`config.mk`:
```
export PLATFORM = sky130hd
export DESIGN_NAME = target_compact
export DESIGN_NICKNAME = d
export VERILOG_FILES = /design/src/rtl/target_compact.sv
export SDC_FILE = /design/constraint.sdc
export NUM_CORES = 1
export LEC_CHECK = 0
export ABC_AREA = 1
export CAP_MARGIN = 15
export CORE_AREA = 2 2 178 180
export DETAILED_ROUTE_END_ITERATION = 16
export DIE_AREA = 0 0 180 182
export PLACE_DENSITY = 0.76
export SYNTH_ARGS = -nofsm -noshare
export SYNTH_HDL_FRONTEND = slang
export SYNTH_SLANG_ARGS = --single-unit
```
`constraint.sdc`:
```
create_clock -name clk -period 17.2 [get_ports clk]
set_input_delay 3.44 -clock clk [delete_from_list [all_inputs] [get_ports clk]]
set_output_delay 3.44 -clock clk [all_outputs]
set_load 0.01 [all_outputs]
```
`src/rtl/target_compact.sv`:
```
// Iterative 256-bit target to 32-bit compact ("nBits") converter: scans leading zero bytes,
// then normalises the mantissa sign bit. Optional inexact flag: TARGET_COMPACT_INEXACT_EN.
module target_compact #(
  parameter int unsigned TARGET_BYTES = 32
) (
  input  logic                      clk,
  input  logic                      rst,
  input  logic                      start,
  input  logic [8*TARGET_BYTES-1:0] target_in,
  output logic                      busy,
  output logic                      done,
`ifdef TARGET_COMPACT_INEXACT_EN
  output logic                      inexact,
`endif
  output logic [31:0]               compact_out
);

  localparam int unsigned SW = 8 * TARGET_BYTES;
  localparam int unsigned CW = $clog2(TARGET_BYTES + 1);

  typedef enum logic [1:0] {StIdle, StScan, StNorm, StDone} state_e;

  state_e          state_q, state_d;
  logic [SW-1:0]   sr_q, sr_d;
  logic [CW-1:0]   size_q, size_d;
  logic [31:0]     compact_q, compact_d;
  logic [23:0]     mant_raw, mant;
  logic [7:0]      exp;
`ifdef TARGET_COMPACT_INEXACT_EN
  logic            inexact_q, inexact_d;
`endif

  always_ff @(posedge clk or posedge rst) begin
    if (rst) begin
      state_q   <= StIdle;
      sr_q      <= '0;
      size_q    <= '0;
      compact_q <= '0;
`ifdef TARGET_COMPACT_INEXACT_EN
      inexact_q <= 1'b0;
`endif
    end else begin
      state_q   <= state_d;
      sr_q      <= sr_d;
      size_q    <= size_d;
      compact_q <= compact_d;
`ifdef TARGET_COMPACT_INEXACT_EN
      inexact_q <= inexact_d;
`endif
    end
  end

  always_comb begin
    state_d   = state_q;
    sr_d      = sr_q;
    size_d    = size_q;
    compact_d = compact_q;
`ifdef TARGET_COMPACT_INEXACT_EN
    inexact_d = inexact_q;
`endif
    mant_raw  = sr_q[SW-1 -: 24];
    mant      = mant_raw;
    exp       = 8'(size_q);

    unique case (state_q)
      StIdle: begin
        if (start) begin
          sr_d    = target_in;
          size_d  = CW'(TARGET_BYTES);
          state_d = StScan;
        end
      end
      StScan: begin
        if (sr_q[SW-1 -: 8] == 8'h00 && size_q != '0) begin
          sr_d   = sr_q << 8;
          size_d = size_q - 1'b1;
        end else begin
          state_d = StNorm;
        end
      end
      StNorm: begin
        if (size_q == '0) begin
          mant = '0;
          exp  = '0;
        end else if (mant_raw[23]) begin
          // Bit 23 is the compact sign bit, so push the mantissa down one byte.
          mant = {8'h00, mant_raw[23:8]};
          exp  = 8'(size_q) + 8'd1;
        end
        compact_d = {exp, mant};
`ifdef TARGET_COMPACT_INEXACT_EN
        inexact_d = (|sr_q[SW-25:0]) || (mant_raw[23] && (|mant_raw[7:0]));
`endif
        state_d = StDone;
      end
      StDone: state_d = StIdle;
      default: state_d = StIdle;
    endcase
  end

  assign busy        = (state_q == StScan) || (state_q == StNorm);
  assign done        = (state_q == StDone);
  assign compact_out = compact_q;
`ifdef TARGET_COMPACT_INEXACT_EN
  assign inexact     = inexact_q;
`endif

endmodule

```
### Word level (Yosys, flattened, before mapping)

Cells that the tools add are included.

| storage, ports and cells | value |
|---|---|
| bits in registers | 296 |
| input bits | 259 |
| output and inout port bits | 34 |

| cells by class | value |
|---|---|
| add/sub/neg operators | 2 |
| equal/unequal tests | 6 |
| mux-type cells | 13 |
| reduce and logical (&&, ||, !) cells | 9 |

Operators with widths:

| operator | count |
|---|---|
| 256-bit 2-to-1 mux | 2 |
| 256-bit one-hot mux with 2 select lines | 1 |
| 23-bit 2-to-1 mux | 2 |
| 7-bit 2-to-1 mux | 2 |
| 6-bit 2-to-1 mux | 2 |
| 6-bit one-hot mux with 2 select lines | 1 |
| 8-bit zero test | 1 |
| 2-bit one-hot mux with 4 select lines | 1 |
| 6-bit by 1-bit adder with 7-bit output (second input constant) | 1 |
| 6-bit zero test | 1 |
| 2-bit != test (second input constant) | 3 |
| 6-bit nonzero test | 1 |
| 6-bit by 1-bit subtractor with 6-bit output (second input constant) | 1 |
| 2-bit == test (second input constant) | 2 |
| 2-bit 2-to-1 mux | 2 |
| 3-bit AND reduction | 1 |
| 2-bit by 1-bit == test with 1-bit output (second input constant) | 1 |
| 2-bit zero test | 1 |
| 2-bit AND reduction | 1 |
| 2-bit nonzero test | 1 |
| 1-bit logical AND | 1 |
| 1-bit logical OR | 1 |

### Longest topological paths before layout

Gate-level depths: netlist of the first run.

| depth | value |
|---|---|
| depth in word-level cells | 4 |
| depth in mapped cells | 12 |

### Least setup slack after synthesis of the first run

Ideal clock, no wire load.

| timing | value |
|---|---|
| path kind | input to register |
| start | input port start |
| end | register sr_q[100] |
| setup time | 66 ps |
| data arrival time | 4290 ps |
| path slack | 12844 ps |
| stages on the path | 6 |
| buffers on the path | 2 |
| cell sequence | inv_1 -> nand2_1 -> clkbuf_1 -> clkbuf_1 -> nand3_1 -> nand2_1 |

| on the way | value |
|---|---|
| longest elaborated chain between the ends | 2 |

Ends and longest elaborated chain:

| element | RTL line | RTL |
|---|---|---|
| start, declared | 8 | `input logic start,` |
| 2-bit != test (no source line) | n/a |  |
| 3-bit AND reduction (no source line) | n/a |  |
| end signal, assigned | 44 | `sr_q <= sr_d;` |
| end, declared | 24 | `logic [SW-1:0] sr_q, sr_d;` |

No other way between the ends.
A chain may end at the register's enable or synchronous reset.

### Worst setup path after layout of the first run

| timing | value |
|---|---|
| start | input port start |
| end | register sr_q[149] |

The elaborated chain is that of the path after synthesis.

==> results of run 1 <==
synth_stat cells (all sizes together), types with 2 or more instances:
| library cell | number |
|---|---|
| nand2 | 1330 |
| nand3 | 271 |
| o21ai | 30 |
| nor2 | 23 |
| xor2 | 3 |
| mux2i | 14 |
| a21oi | 2 |
| dfrtp | 294 |
| ha | 8 |
| clkbuf | 67 |
| buf | 85 |
| inv | 20 |
| nor3 | 2 |
flip-flops by register name, indices dropped and copies added, names as in the netlist:
register and count:
sr_q 256, size_q 6, state_q 2, compact_out 30
kinds of logic (layout without fill, tap and decap cells):
group                      count (synthesis)  count (layout)  synth area share [%]
and+or+nand+nor                         1628            1628                 42.72
AOI/OAI and AO/OA                         33              33                 1.106
other                                      1               7               0.02474
buffers and inverters                    173             380                 5.795
muxes                                     14              14                0.9245
adders and majority gates                  8               8                0.6604
xor gates and xnor gates                   4               4                0.2312
DFF                                      294             294                 48.54
worst paths after layout:
check,cells past startpoint,end,from
setup / recovery,7,sr_q[149]$_DFFE_PP0P_,start
hold / removal,2,sr_q[198]$_DFFE_PP0P_,sr_q[198]$_DFFE_PP0P_
setup reg to reg,9,sr_q[149]$_DFFE_PP0P_,state_q[1]$_DFFE_PP0P_
hold reg to reg,2,sr_q[198]$_DFFE_PP0P_,sr_q[198]$_DFFE_PP0P_
max in group asynchronous,4,sr_q[126]$_DFFE_PP0P_,rst
min in group asynchronous,2,sr_q[152]$_DFFE_PP0P_,rst
worst max-delay path: cells and delay by family:
| kind | cells | cell delay (ps) |
|---|---|---|
| buf+inv | 3 | 1320 |
| simple gates | 4 | 1550 |
final cells by class:
type | instances | area share [%]
diodes | 5 | 0.06582
clock buffers | 42 | 4.720
clock inverters | 16 | 0.9808
inverters | 21 | 0.4937
multi-input cells | 1689 | 36.68
flip-flops and latches | 294 | 38.70
well taps | 402 | 2.646
repair buffers | 301 | 15.71
stage by stage:
step | power [mW] | hold slack [ps] | cell area [um^2] | utilization [%] | worst slack (ps)
after detailed placement | 2.706 | 457.9 | 17910 | 57.81 | 10540
after global placement | 2.647 | 453.8 | 17910 | 57.81 | 10590
after CTS | 3.427 | 473.0 | 19000 | 61.30 | 11110
after floorplan | 2.340 | 441.7 | 15160 | - | 5641
after global routing | 3.711 | 485.1 | 19010 | 61.34 | 10850
final | 3.410 | 471.0 | 19010 | 61.34 | 11260
power by group through the flow:
stage	registers [mW]	logic (mW)	clock network, mW
after global placement	1.19	1.46	0
after floorplan	1.16	1.18	0
after detailed placement	1.20	1.51	0
after global routing	1.23	1.73	0.753
final	1.19	1.51	0.707
after CTS	1.19	1.52	0.720
layer usage:
layer | part of all wire [%] | GRT usage, % | vias to the layer above | wire length [um]
met5 | 0 | 0 | - | 0
met3 | 6.2 | 3.369 | 55 | 2543
li1 | - | - | 7040 | -
met2 | 48 | 40.00 | 505 | 19780
met4 | 2.2 | 7.089 | 0 | 905
met1 | 44 | 35.15 | 6745 | 18100
==> PnR_summary.wiki, run 1 <==
{| class="wikitable"
! Metric !! Value
|-
| Run status || completed
|-
| Critical-path top delay cell || sky130_fd_sc_hd__nand2_8
|-
| Netlist Area Pre-Place || approximately 0.015 mm^2
|-
| Most frequent cells in the layout || sky130_fd_sc_hd__nand2_1 (1,327), sky130_fd_sc_hd__dfrtp_1 (294), sky130_fd_sc_hd__clkdlybuf4s50_1 (290), sky130_fd_sc_hd__nand3_1 (269), sky130_fd_sc_hd__clkbuf_16 (31)
|-
| Actual slew at the worst max-slew pin || 1235 ps
|-
| Final number of max-transition violations || 0
|-
| Die area || 0.03276 mm^2
|-
| Capturing element type of the critical path || register
|-
| Total number of yosys warnings || 0
|-
| Port Buf Inserts || a little under 300
|-
| Min Clock Period, post-route || 5937 ps
|-
| Fmax || around 0.17 GHz
|-
| Leading cell type in the layout, fill and taps excluded || sky130_fd_sc_hd__nand2_1
|-
| Cell repeated most along the worst path || sky130_fd_sc_hd__nand2_1
|-
| Final-stage net count || 2,605
|-
| Post-layout instance count excluding filler cells || 2,770
|-
| Top cell type by total area after synthesis || sky130_fd_sc_hd__dfrtp_1
|-
| Post-synthesis async set-or-reset flop share || 100.0%
|-
| Normalized max-slew margin || 17.67%
|-
| Switching power of the nets || about 1.5 mW
|-
| Clk network pwr share || slightly above 20%
|-
| Cell-internal power || 1.934 mW
|-
| Number of global-route vias before repair || 13,730
|-
| Crit path cell chain || clkdlybuf4s50_1 > inv_1 > nand2_4 > nand2_8 > buf_4 > nand2_1 > nand2_1
|-
| Switching fraction of total power || 43.30%
|-
| Total CTS buffers || 31
|-
| Die outline width || 180 um
|-
| Max-cap check violation count || 0
|-
| DR pass1 iterations || 5
|-
| Count of routing violations after the opening detailed-route iteration || around 1,300
|-
| CTS Hold Bufs || 0
|-
| Pin count of the biggest net entering global routing || approximately 170
|-
| Gate count after technology mapping || ~2,200
|-
| Clock latency on the worst-skew pair || approximately 560 ps
|-
| Critical Path AT || 6420 ps
|-
| Number of gates resized after cts || 0
|-
| Total placed cells including tap cells || 2,707
|-
| Layout overhead on the synthesized area || 25.41%
|-
| Fill cell instance count of the final layout || between 2,000 and 3,000
|-
| Top-Level Pins || 293
|-
| Max Root-Sink Buffers || 3
|-
| Register area || 0.007357 mm^2
|-
| Top_reg_cell synth || sky130_fd_sc_hd__dfrtp_1
|-
| CP max FO || roughly 170
|-
| Syn_area_per_cell || 7.033 um^2
|-
| Half-perimeter wire length after placement || 25.38 mm
|-
| CP startpoint kind || input port
|-
| Worst vdd ir || 0.0001264 V
|-
| Fraction of layout instances using a drive strength above 1 || between 3 and 4%
|-
| Remaining global-route overflow || 0
|-
| Unrepaired setup endpoints after global routing || no
|-
| Chip height || 182 um
|-
| CTS H-Tree Depth || 1
|-
| Clock transition at the register clock pins on the worst setup and hold paths after CTS || 60 ps
|-
| Worst path required time || 17,680 ps
|-
| Ratio of total power to cell area || 179.4 mW/mm^2
|-
| GRT Total Usage || between 20 and 25%
|-
| Clock tree from TritonCTS || done
|-
| Area share of the largest cell type after synthesis || 48.54%
|-
| Share of power burned in combinational logic || 44.2%
|-
| Hold Path Class || register to register
|-
| Sequential fraction of the synthesis area || 48.54%
|-
| Clock sink count || 294
|-
| Number of setup violations in the final report || 0
|-
| Delay contributed by the slowest stage of the critical path || 850 ps
|-
| Core ar. || between 0.03 and 0.04 mm^2
|-
| DR vias || approximately 14,000
|-
| Sequential fraction of design power || between 30% and 40%
|-
| Detailed-route wire length per cell || 14.92 um
|-
| Starting Density || 48.92%
|-
| Total Neg Setup Slack || 0 ps
|-
| Initial antenna violation count || 5
|-
| Worst-case register-to-register setup slack || 12,510 ps
|-
| Number of synthesized flops with an enable pin || 0
|-
| Final period utilization || 34.52%
|-
| Critical path type || input port to register
|-
| Final-report hold violation count || 0
|-
| Postcts setup bufs || 0
|-
| Std-Cell Rows || 65
|-
| Number of flip-flops and latches in the synthesized netlist || 294
|-
| Library cell used as clock root buffer || sky130_fd_sc_hd__clkbuf_16
|-
| Via/cell ratio || 5.179
|-
| Dominant cells by area after synthesis || sky130_fd_sc_hd__dfrtp_1 (49%), sky130_fd_sc_hd__nand2_1 (33%), sky130_fd_sc_hd__nand3_1 (8.9%)
|-
| Aggregate routed wire length || 41.33 mm
|-
| Post-route antenna net violation count || 0
|-
| Weighted congestion at the end of routability-driven global placement || between 0.8 and 0.9
|-
| Max Clock Skew || 19.64 ps
|-
| Number of library cell types mapped by synthesis || 28
|-
| Combined area of the multi-input logic cells || ~0.007 mm^2
|-
| First-pass GRT wire length || 68.43 mm
|-
| LEAKAGE || 10.25 nW
|-
| Number of remaining DRC errors || 0
|}
(Power assumes the default switching activity.)
==> run 2, diff against run 1 <==
clock period = 6.2 ns   (was 17.2 ns; I/O delays follow)
==> PnR_summary.wiki, run 2 (same netlist as run 1, synthesis figures left out) <==
{| class="wikitable"
! Metric !! Value
|-
| Postcts setup bufs || 0 (unchanged)
|-
| Min Clock Period, post-route || 4614 ps
|-
| Fraction of layout instances using a drive strength above 1 || 2.918% (-0.26 points)
|-
| Count of routing violations after the opening detailed-route iteration || 1,399 (+4.2%)
|-
| Clk network pwr share || 20.1% (-0.6 points)
|-
| Initial antenna violation count || 2 (-3)
|-
| Final period utilization || 74.43%
|-
| Starting Density || 48.92% (unchanged)
|-
| Max Root-Sink Buffers || 3 (unchanged)
|-
| Switching fraction of total power || 43.41% (+0.11 points)
|-
| CTS Hold Bufs || 0 (unchanged)
|-
| Fmax || 0.2167 GHz
|-
| Max-cap check violation count || 0 (unchanged)
|-
| Number of remaining DRC errors || 0 (unchanged)
|-
| Number of setup violations in the final report || 0 (unchanged)
|-
| Clock tree from TritonCTS || done
|-
| Switching power of the nets || 4.072 mW (+180%)
|-
| Library cell used as clock root buffer || sky130_fd_sc_hd__clkbuf_16
|-
| Total Neg Setup Slack || 0 ps (unchanged)
|-
| Hold Path Class || register to register
|-
| Weighted congestion at the end of routability-driven global placement || 0.8439 (+2.9%)
|-
| Normalized max-slew margin || 18.21% (+0.54 points)
|-
| Most frequent cells in the layout || sky130_fd_sc_hd__nand2_1 (1,327), sky130_fd_sc_hd__dfrtp_1 (294), sky130_fd_sc_hd__clkdlybuf4s50_1 (290), sky130_fd_sc_hd__nand3_1 (269), sky130_fd_sc_hd__clkbuf_16 (35)
|-
| CP max FO || 146 (-16%)
|-
| Worst slack after detailed placement || 1759 ps (-8778 ps)
|-
| GRT Total Usage || 24.32% (-0.48 points)
|-
| Die outline width || 180 um (unchanged)
|-
| Run status || completed
|-
| Critical Path AT || 5050 ps (-1370 ps)
|-
| Max Clock Skew || 23.31 ps (+3.666 ps)
|-
| Max FFs per register || 256 (unchanged)
|-
| Number of global-route vias before repair || 13,520 (-1.5%)
|-
| Via/cell ratio || 5.140 (-0.74%)
|-
| Remaining global-route overflow || 0 (unchanged)
|-
| Capturing element type of the critical path || register
|-
| LEAKAGE || 10.24 nW (about the same)
|-
| Sequential fraction of design power || 35.3% (+0.3 points)
|-
| Core ar. || 0.03099 mm^2 (unchanged)
|-
| Detailed-route wire length per cell || 14.59 um (-2.2%)
|-
| Std-Cell Rows || 65 (unchanged)
|-
| Chip height || 182 um (unchanged)
|-
| First-pass GRT wire length || 66.82 mm (-2.4%)
|-
| Worst path required time || 6630 ps (-11,050 ps)
|-
| Clock transition at the register clock pins on the worst setup and hold paths after CTS || 60 ps (about the same)
|-
| DR pass1 iterations || 5 (unchanged)
|-
| Final-report hold violation count || 0 (unchanged)
|-
| Cell-internal power || 5.310 mW (+170%)
|-
| Share of power burned in combinational logic || 44.6% (+0.4 points)
|-
| Clock latency on the worst-skew pair || 510 ps (-50 ps)
|-
| Half-perimeter wire length after placement || 24.84 mm (-2.2%)
|-
| Final-stage net count || 2,609 (+0.15%)
|-
| Aggregate routed wire length || 40.37 mm (-2.3%)
|-
| Layout overhead on the synthesized area || 25.52% (about the same)
|-
| Worst vdd ir || 0.0002807 V (+120%)
|-
| Clock sink count || 294 (unchanged)
|-
| Port Buf Inserts || 290 (unchanged)
|-
| Pin count of the biggest net entering global routing || 202 (+16%)
|-
| Biggest register || sr_q
|-
| Unrepaired setup endpoints after global routing || no
|-
| Top-Level Pins || 293 (unchanged)
|-
| CTS H-Tree Depth || 2 (+1)
|-
| Leading cell type in the layout, fill and taps excluded || sky130_fd_sc_hd__nand2_1
|-
| Number of gates resized after cts || 0 (unchanged)
|-
| Die area || 0.03276 mm^2 (unchanged)
|-
| Final setup margin || 1586 ps (-9677 ps)
|-
| Ratio of total power to cell area || 493.1 mW/mm^2 (+170%)
|-
| Post-route antenna net violation count || 0 (unchanged)
|-
| DR vias || 14,230 (-0.82%)
|-
| CP startpoint kind || register
|-
| Total CTS buffers || 34 (+9.7%)
|-
| Actual slew at the worst max-slew pin || 1227 ps (-8.058 ps)
|-
| Critical path type || register to register
|-
| Final number of max-transition violations || 0 (unchanged)
|}
==> run 2: power groups by stage <==
stage	Combinational, mW	Sequential [mW]	Clock [mW]
finish	4.18	3.32	1.88
global route	4.80	3.41	2.01
CTS	4.20	3.30	1.92
detailed placement	4.18	3.32	0
global placement	4.06	3.30	0
floorplan	3.27	3.22	0
==> run 2: worst paths after layout <==
path | start | slack, ps | cells after the start | endpoint
min in group asynchronous | rst | 1020 | 2 | sr_q[73]$_DFFE_PP0P_
setup / recovery | state_q[1]$_DFFE_PP0P_ | 1590 | 9 | sr_q[14]$_DFFE_PP0P_
setup reg to reg | state_q[1]$_DFFE_PP0P_ | 1590 | 9 | sr_q[14]$_DFFE_PP0P_
hold / removal | sr_q[155]$_DFFE_PP0P_ | 470 | 2 | sr_q[155]$_DFFE_PP0P_
max in group asynchronous | rst | 4150 | 4 | sr_q[156]$_DFFE_PP0P_
hold reg to reg | sr_q[155]$_DFFE_PP0P_ | 470 | 2 | sr_q[155]$_DFFE_PP0P_
==> run 2: area by class of cell <==
| type | count | area (um^2) |
|---|---|---|
| Fill cell | 2825 | 11960 |
| Sequential cell | 294 | 7357 |
| Multi-Input combinational cell | 1689 | 6973 |
| Timing Repair Buffer | 302 | 3055 |
| Clock buffer | 52 | 999.7 |
| Tap cell | 402 | 503.0 |
| Inverter | 21 | 90.09 |
| Clock inverter | 7 | 45.04 |
| Antenna cell | 1 | 2.502 |
==> run 2: worst max-delay path, cell delays in order (launching register included) <==
cell,delay (ps)
sky130_fd_sc_hd__dfrtp_1,410
sky130_fd_sc_hd__inv_1,150
sky130_fd_sc_hd__ha_4,860
sky130_fd_sc_hd__inv_8,470
sky130_fd_sc_hd__nand2_1,340
sky130_fd_sc_hd__nand2_8,440
sky130_fd_sc_hd__nand2_8,830
sky130_fd_sc_hd__buf_12,490
sky130_fd_sc_hd__nand2_1,100
sky130_fd_sc_hd__nand2_1,90
==> run 2: per-layer routing <==
layer	part of all wire [%]	global-route usage, %	up-vias
met5	0.022	0	-
met4	2.5	7.089	2
met1	45	33.80	6639
met3	5.5	3.349	68
met2	47	39.94	474
li1	-	-	7045
==> run 2: stage by stage <==
| stage | std cells | hold WS [ps] | area, um^2 | power, mW | utilization [%] |
|---|---|---|---|---|---|
| 2_1_floorplan | 2156 | 441.7 | 15160 | 6.494 | - |
| 3_3_place_gp | 2707 | 453.0 | 17960 | 7.360 | 57.96 |
| 3_5_place_dp | 2707 | 457.9 | 17960 | 7.501 | 57.96 |
| 4_1_cts | 2766 | 472.0 | 19000 | 9.420 | 61.33 |
| 5_1_grt | 2768 | 488.5 | 19030 | 10.22 | 61.40 |
| 6_report | 2768 | 468.9 | 19030 | 9.382 | 61.40 |
==> run 3, diff against run 2 <==
clock period = 4.3 ns   (was 6.2 ns; I/O delays follow)
==> PnR_summary.wiki, run 3 (same netlist as run 1, synthesis figures left out) <==
{| class="wikitable"
! Metric !! Value
|-
| Worst vdd ir || 0.0005508 V (+96%)
|-
| Max FFs per register || 256 (unchanged)
|-
| Remaining global-route overflow || 0 (unchanged)
|-
| Sequential fraction of design power || 35.1% (-0.2 points)
|-
| Run status || completed
|-
| Std-Cell Rows || 65 (unchanged)
|-
| Die area || 0.03276 mm^2 (unchanged)
|-
| Final number of max-transition violations || 0 (unchanged)
|-
| Max Clock Skew || 27.74 ps (+4.431 ps)
|-
| Clk network pwr share || 20.3% (+0.2 points)
|-
| DR vias || 14,330 (+0.74%)
|-
| Layout overhead on the synthesized area || 25.71%
|-
| Starting Density || 48.92% (unchanged)
|-
| Initial antenna violation count || 8 (+6)
|-
| First-pass GRT wire length || 67.23 mm (+0.61%)
|-
| Normalized max-slew margin || 24.05% (+5.8 points)
|-
| Die outline width || 180 um (unchanged)
|-
| Clock tree from TritonCTS || done
|-
| LEAKAGE || 10.25 nW (about the same)
|-
| Final setup margin || 1078 ps (-507.9 ps)
|-
| DR pass1 iterations || 7 (+2)
|-
| CP startpoint kind || register
|-
| Fmax || 0.3103 GHz (+43%)
|-
| Max Root-Sink Buffers || 3 (unchanged)
|-
| CTS Hold Bufs || 0 (unchanged)
|-
| Number of remaining DRC errors || 0 (unchanged)
|-
| CTS H-Tree Depth || 1 (-1)
|-
| Switching power of the nets || 5.872 mW (+44%)
|-
| Delay contributed by the slowest stage of the critical path || 510 ps (-350 ps)
|-
| Via/cell ratio || 5.163 (+0.45%)
|-
| Worst path required time || 4730 ps (-1900 ps)
|-
| Post-route antenna net violation count || 0 (unchanged)
|-
| Critical path type || register to register
|-
| Switching fraction of total power || 43.27% (-0.14 points)
|-
| Count of routing violations after the opening detailed-route iteration || 1,287 (-8.0%)
|-
| Fraction of layout instances using a drive strength above 1 || 3.087% (+0.17 points)
|-
| Number of global-route vias before repair || 13,680 (+1.2%)
|-
| Postcts setup bufs || 0 (unchanged)
|-
| Total CTS buffers || 31 (-8.8%)
|-
| Biggest register || sr_q
|-
| Port Buf Inserts || 290 (unchanged)
|-
| Pin count of the biggest net entering global routing || 149 (-26%)
|-
| Aggregate routed wire length || 40.72 mm (+0.86%)
|-
| Max-cap check violation count || 0 (unchanged)
|-
| Critical-path top delay cell || sky130_fd_sc_hd__nand2_8
|-
| Half-perimeter wire length after placement || 25.23 mm (+1.6%)
|-
| Cell-internal power || 7.700 mW (+45%)
|-
| Hold Path Class || register to register
|-
| Number of gates resized after cts || 0 (unchanged)
|-
| Chip height || 182 um (unchanged)
|-
| Critical Path AT || 3650 ps (-1400 ps)
|-
| Core ar. || 0.03099 mm^2 (unchanged)
|-
| Total placed cells including tap cells || 2,711 (+0.15%)
|-
| Cell repeated most along the worst path || sky130_fd_sc_hd__nand2_1
|-
| CP max FO || 148 (+1.4%)
|-
| Clock sink count || 294 (unchanged)
|-
| Worst slack after detailed placement || 952.6 ps (-806.8 ps)
|-
| Clock transition at the register clock pins on the worst setup and hold paths after CTS || 60 ps (about the same)
|-
| Most frequent cells in the layout || sky130_fd_sc_hd__nand2_1 (1,327), sky130_fd_sc_hd__dfrtp_1 (294), sky130_fd_sc_hd__clkdlybuf4s50_1 (290), sky130_fd_sc_hd__nand3_1 (269), sky130_fd_sc_hd__clkbuf_16 (31)
|-
| Share of power burned in combinational logic || 44.6% (about the same)
|-
| Unrepaired setup endpoints after global routing || no
|-
| Top-Level Pins || 293 (unchanged)
|-
| Weighted congestion at the end of routability-driven global placement || 0.8822 (+4.5%)
|-
| Clock latency on the worst-skew pair || 570 ps (+60 ps)
|-
| Detailed-route wire length per cell || 14.67 um (+0.57%)
|-
| GRT Total Usage || 24.31% (about the same)
|-
| Actual slew at the worst max-slew pin || 1139 ps (-87.62 ps)
|-
| Library cell used as clock root buffer || sky130_fd_sc_hd__clkbuf_16
|-
| Crit path cell chain || inv_1 > ha_4 > nand2_1 > nor2_1 > nand3_2 > nand2_8 > nand2_8 > buf_12 > nand2_1 > nand2_1
|-
| Ratio of total power to cell area || 712.3 mW/mm^2 (+44%)
|-
| Leading cell type in the layout, fill and taps excluded || sky130_fd_sc_hd__nand2_1
|-
| Final-report hold violation count || 0 (unchanged)
|-
| Post-layout instance count excluding filler cells || 2,776 (+0.29%)
|-
| Number of setup violations in the final report || 0 (unchanged)
|-
| Capturing element type of the critical path || register
|-
| Min Clock Period, post-route || 3222 ps (-1392 ps)
|-
| Final-stage net count || 2,609 (unchanged)
|-
| Final period utilization || 74.94% (+0.51 points)
|}
-- run 3: cell count changes in the layout (fill, tap and decap cells not counted), sizes merged --
cell      previous run  this run
inv                 21        20
bufinv               0         5
clkinv               6        10
clkbuf              52        39
clkinvlp             1         3
buf                 12        15
diode                1         9
-- run 3: final timing paths --
| kind | slack, ps | cells past startpoint | start | end |
|---|---|---|---|---|
| setup reg to reg | 1080 | 10 | state_q[1]$_DFFE_PP0P_ | sr_q[106]$_DFFE_PP0P_ |
| hold reg to reg | 470 | 2 | sr_q[175]$_DFFE_PP0P_ | sr_q[175]$_DFFE_PP0P_ |
| min in group asynchronous | 840 | 3 | rst | sr_q[76]$_DFFE_PP0P_ |
| setup / recovery | 1080 | 10 | state_q[1]$_DFFE_PP0P_ | sr_q[106]$_DFFE_PP0P_ |
| hold / removal | 470 | 2 | sr_q[175]$_DFFE_PP0P_ | sr_q[175]$_DFFE_PP0P_ |
| max in group asynchronous | 2830 | 3 | rst | sr_q[192]$_DFFE_PP0P_ |
-- run 3: area by class of cell --
type / instances / area (um^2)
diodes: 9 / 22.52
clock buffers: 39 / 815.8
clock inverters: 17 / 226.5
fillers: 2776 / 11930
inverters: 21 / 90.09
multi-input cells: 1689 / 6973
flip-flops and latches: 294 / 7357
well taps: 402 / 503.0
repair buffers: 305 / 3065
-- run 3: layer usage --
layer	track usage [%]	share of wire, %	up-vias
met5	0	0	-
met4	8.715	2.8	0
met3	3.129	5.8	77
met2	39.65	48	488
met1	33.50	43	6711
li1	-	-	7057
-- run 3: power by group through the flow --
stage	clock network, mW	registers [mW]	logic [mW]
floorplan	0	4.64	4.72
global placement	0	4.74	5.89
detailed placement	0	4.78	6.06
CTS	2.81	4.75	6.10
global route	2.93	4.91	6.97
finish	2.76	4.76	6.05
-- run 3: worst max-delay path, delay by kind of cell, from the launching register on --
kind          cells  cell delay [ps]
flops             1              420
fa+ha+maj         1              300
simple gates      7             1560
buf+inv           2              610
-- run 3: per-stage QoR --
stage                     cell area [um^2]  hold WS [ps]  power, mW  util, %  setup TNS [ps]
final                                19050         469.0      13.57    61.49               0
after global routing                 19050         481.4      14.81    61.47               0
after CTS                            19030         473.0      13.66    61.42               0
after detailed placement             17990         457.8      10.84    58.05               0
after global placement               17990         452.8      10.63    58.05               0
after floorplan                      15160         441.7      9.363        -         -136160
